<file path="config.mk">
export PLATFORM = sky130hd
export DESIGN_NAME = regwr_arbiter
export DESIGN_NICKNAME = d
export VERILOG_FILES = /design/src/rtl/regwr_arbiter.sv
export SDC_FILE = /design/constraint.sdc
export NUM_CORES = 1
export LEC_CHECK = 0
export CORE_MARGIN = 4
export CORE_UTILIZATION = 43
export DETAILED_ROUTE_END_ITERATION = 16
export HOLD_SLACK_MARGIN = 0.15
export PLACE_DENSITY_LB_ADDON = 0.05
export SETUP_SLACK_MARGIN = 0.2
export SLEW_MARGIN = 20
export SYNTH_ARGS = -nofsm -noshare
export SYNTH_HDL_FRONTEND = slang
export SYNTH_SLANG_ARGS = --single-unit
</file>
<file path="constraint.sdc">
create_clock -name clk -period 2.75 [get_ports clk]
set_clock_uncertainty 0.2 [all_clocks]
set_input_delay 0.55 -clock clk [delete_from_list [all_inputs] [get_ports clk]]
set_output_delay 0.55 -clock clk [all_outputs]
set_load 0.02 [all_outputs]
</file>
<file path="src/rtl/regwr_arbiter.sv">
// Two-requester write arbiter for a shared register-bank write port.
// Round-robin between requesters, with per-requester lock to keep the grant across beats.
module regwr_arbiter #(
    parameter int WIDTH  = 32,
    parameter int ADDR_W = 3
) (
    input  logic              clk,
    input  logic              rst,
    input  logic              hold,
    input  logic              req0_valid,
    input  logic              req0_lock,
    input  logic [ADDR_W-1:0] req0_addr,
    input  logic [WIDTH-1:0]  req0_data,
    output logic              req0_ready,
    input  logic              req1_valid,
    input  logic              req1_lock,
    input  logic [ADDR_W-1:0] req1_addr,
    input  logic [WIDTH-1:0]  req1_data,
    output logic              req1_ready,
    output logic              wr_en,
    output logic [ADDR_W-1:0] wr_addr,
    output logic [WIDTH-1:0]  wr_data,
    output logic              owner
);
    typedef enum logic [1:0] {IDLE, LOCK0, LOCK1} state_e;

    state_e            state_q, state_d;
    logic              prio_q, prio_d;
    logic              gnt0, gnt1, acc, sel, sel_lock;
    logic              wr_en_q, owner_q;
    logic [ADDR_W-1:0] wr_addr_q;
    logic [WIDTH-1:0]  wr_data_q;

    // Readies depend on rst directly so they drop the moment reset asserts.
    always_comb begin
        gnt0 = 1'b0;
        gnt1 = 1'b0;
        if (rst && !hold) begin
            case (state_q)
                IDLE: begin
                    if (req0_valid && req1_valid) begin
                        gnt0 = !prio_q;
                        gnt1 = prio_q;
                    end else begin
                        gnt0 = req0_valid;
                        gnt1 = req1_valid;
                    end
                end
                LOCK0:   gnt0 = req0_valid;
                LOCK1:   gnt1 = req1_valid;
                default: ;
            endcase
        end
    end

    assign req0_ready = gnt0;
    assign req1_ready = gnt1;
    assign acc        = gnt0 | gnt1;
    assign sel        = gnt1;
    assign sel_lock   = sel ? req1_lock : req0_lock;

    // Priority passes to the other side on every accept except a lock continuation.
    always_comb begin
        state_d = state_q;
        prio_d  = prio_q;
        if (acc) begin
            state_d = sel_lock ? (sel ? LOCK1 : LOCK0) : IDLE;
            if (state_q == IDLE || !sel_lock)
                prio_d = ~sel;
        end
    end

    always_ff @(posedge clk or negedge rst) begin
        if (!rst) begin
            state_q   <= IDLE;
            prio_q    <= 1'b0;
            wr_en_q   <= 1'b0;
            wr_addr_q <= '0;
            wr_data_q <= '0;
            owner_q   <= 1'b0;
        end else begin
            state_q <= state_d;
            prio_q  <= prio_d;
            wr_en_q <= acc;
            if (acc) begin
                wr_addr_q <= sel ? req1_addr : req0_addr;
                wr_data_q <= sel ? req1_data : req0_data;
                owner_q   <= sel;
            end
        end
    end

    assign wr_en   = wr_en_q;
    assign wr_addr = wr_addr_q;
    assign wr_data = wr_data_q;
    assign owner   = owner_q;
endmodule
</file>
==> results.txt <==
Initial core utilization -> 0.4423
Fin crit share -> 0.8983
Root buf cell -> clkbuf_8
VDD IR max -> 0.4415 mV
Diode count -> 0
Min Hold Slack -> 0.1712 ns
DIE AREA -> 0.006440 mm^2
Post CTS Setup Buffer Count -> 0
Startpoint Class -> input port
Worst-skew pair later-pin latency -> 0.29 ns
M1 WL -> 3060 um
Drt pass-1 iters -> 4
CTS tree -> done
Netlist cell types -> 26
Post-synth EDFFs -> 0
#FFs+latches synth -> 40
Slew HR -> 0.6402
DR WL met2 -> 3499 um
Gr usage total -> 0.2263
Ys Warns -> 0
Die height -> 80.25 um
Final ANT Viol Nets -> 0
Mapped Cells -> 232
H-tree Lvls -> 2
Cell Area, Synth -> 0.002245 mm^2
Synth area leader -> dfrtp_1
First-pass GRT wire length -> 11300 um
Hold Crit Class -> input port to asynchronous set/reset pin
Max FO, Critical Path -> 4
Status -> completed
Max Cap Viol -> 0
Commonest non-fill, non-tap cell in the layout -> clkdlybuf4s50_1
Vias -> 2338
Final Max Slew Viols -> 0
Share of layout cells above drive strength 1 -> 0.09172
DR WL/cell -> 17.58 um
Most frequent cells in the layout -> clkdlybuf4s50_1 (112), dfrtp_1 (40), inv_1 (36), a211oi_1 (36)
# DRC -> 0
IO buf count -> 115
PD cells -> 908.2 mW/mm^2
Routed length on met3 -> 468 um
Peak Freq -> 404.8 MHz
Cts bufs inserted -> 5
Tot Pwr -> 3226 uW
Syn_area_per_cell -> 9.675 um^2
Post-synth ARST share -> 1.000
Synth top area share -> 0.4459
Die width -> 80.25 um
Core Footprint -> 0.005075 mm^2
Min Clock Period, post-route -> 2.470 ns
WP data required -> 2.00 ns
Synth top area cells -> dfrtp_1 (45%), a2111oi_0 (14%), a211oi_1 (12%)
Iter 0 DRT Violations -> 150
# nets final -> 414
Worst Tran Pin Value -> 0.5397 ns
GRT Residual Overflow -> 0
Setup crit end kind -> primary output
Setup ws final -> 0.2796 ns
RSZ-0062 raised after global routing -> false
Final hold viol count -> 0
Row count -> 26
Syn_nets -> 309
Number of global-route vias before repair -> 2277
Highest Signal Layer -> met4
Endpoints failing setup -> 0
Routed wire length -> 7174 um
Lkg Pwr -> 0.001389 uW
Largest net degree at the start of global routing -> 49
Antenna violations before repair -> 0
Most used DFF post-synth -> dfrtp_1
Vias per cell -> 5.730
Area delta synth->final -> 58.25%
DP HPWL -> 4825 um
CP Class -> input port to primary output
Pre-CTS setup slack -> -0.1546 ns
Seq/Total Area, Yosys -> 0.4459
Clock slew at reported path FFs -> 0.07 ns
Top-Level Pins -> 116
Clock sink count -> 40
WP data arrival -> 1.72 ns
CTS max path bufs -> 2
Routability Congestion -> 0.8160
## timing repair
| item | CTS | global route |
|---|---|---|
| pin swaps | 0 | 0 |
| setup endpoints to repair | 2 | 2 |
| hold buffers | 0 | 0 |
| endpoints found under the hold margin | 0 | 0 |
| resized for setup | 8 | 2 |
## synthesized netlist by cell type (2+ instances only)
cell / n
nand2_1: 2
buf_6: 5
a211oi_1: 37
inv_1: 36
clkbuf_1: 15
nand2b_1: 2
buf_2: 8
dfrtp_1: 40
nor4_1: 35
nand3_1: 2
a2111oi_0: 35
## through the flow
stage,util,cell area (um^2),instances,TNS [ns]
after floorplan,-,2245,232,0
after global placement,0.6726,3413,400,-0.2000
after detailed placement,0.6726,3413,400,-0.2794
after CTS,0.6980,3542,408,0
after global routing,0.7000,3552,408,0
final,0.7000,3552,408,0
## final timing paths
check | start | to | slack (ns) | depth (start not counted)
hold / removal | rst | wr_data[17] | 0.17 | 2
setup / recovery | hold | req1_ready | 0.28 | 4
setup reg to reg | state_q[0] | wr_data[10] | 0.87 | 5
hold reg to reg | wr_data[28] | wr_data[28] | 0.33 | 2
min in group clk | wr_data[28] | wr_data[28] | 0.33 | 2
max in group asynchronous | rst | wr_data[22] | 1.80 | 2
## logic make-up (layout without fill, tap and decap cells)
| group | count (synthesis) | count (layout) | share of synthesized area |
|---|---|---|---|
| flip-flops | 40 | 40 | 0.4459 |
| AO/OA/AOI/OAI | 78 | 78 | 0.2809 |
| AND/OR/NAND/NOR | 48 | 48 | 0.1394 |
| buffers and inverters | 66 | 172 | 0.1338 |
## power by group
part	switching (uW)	total, uW	internal, uW
clock	205	525	320
combinational	902	1670	765
sequential	176	1030	858
## metal layers
layer	vias up	global-route usage
li1	1110	-
met1	1133	0.2950
met2	84	0.3733
met3	11	0.04821
met4	0	0.07264
met5	-	0
## cell type report
cell class	instances	area (um^2)
timing repair buffer	128	1246
sequential	40	1001
tap	70	87.58
inverter	36	135.1
clock buffer	7	96.34
clock inverter	1	30.03
multi-input combinational	126	955.9
fill	410	1523
## sequential cells by signal, summed over array words and instances, names as in the netlist
| register | cells |
|---|---|
| wr_en | 1 |
| wr_addr | 3 |
| owner | 1 |
| wr_data | 32 |
| state_q | 2 |
| prio_q | 1 |
## worst max-delay path, stage by stage
cell and delay, ns:
clkdlybuf4s50_1 0.41, nand2b_2 0.22, nor3_2 0.24, clkdlybuf4s15_2 0.31
(Power assumes the default switching activity.)
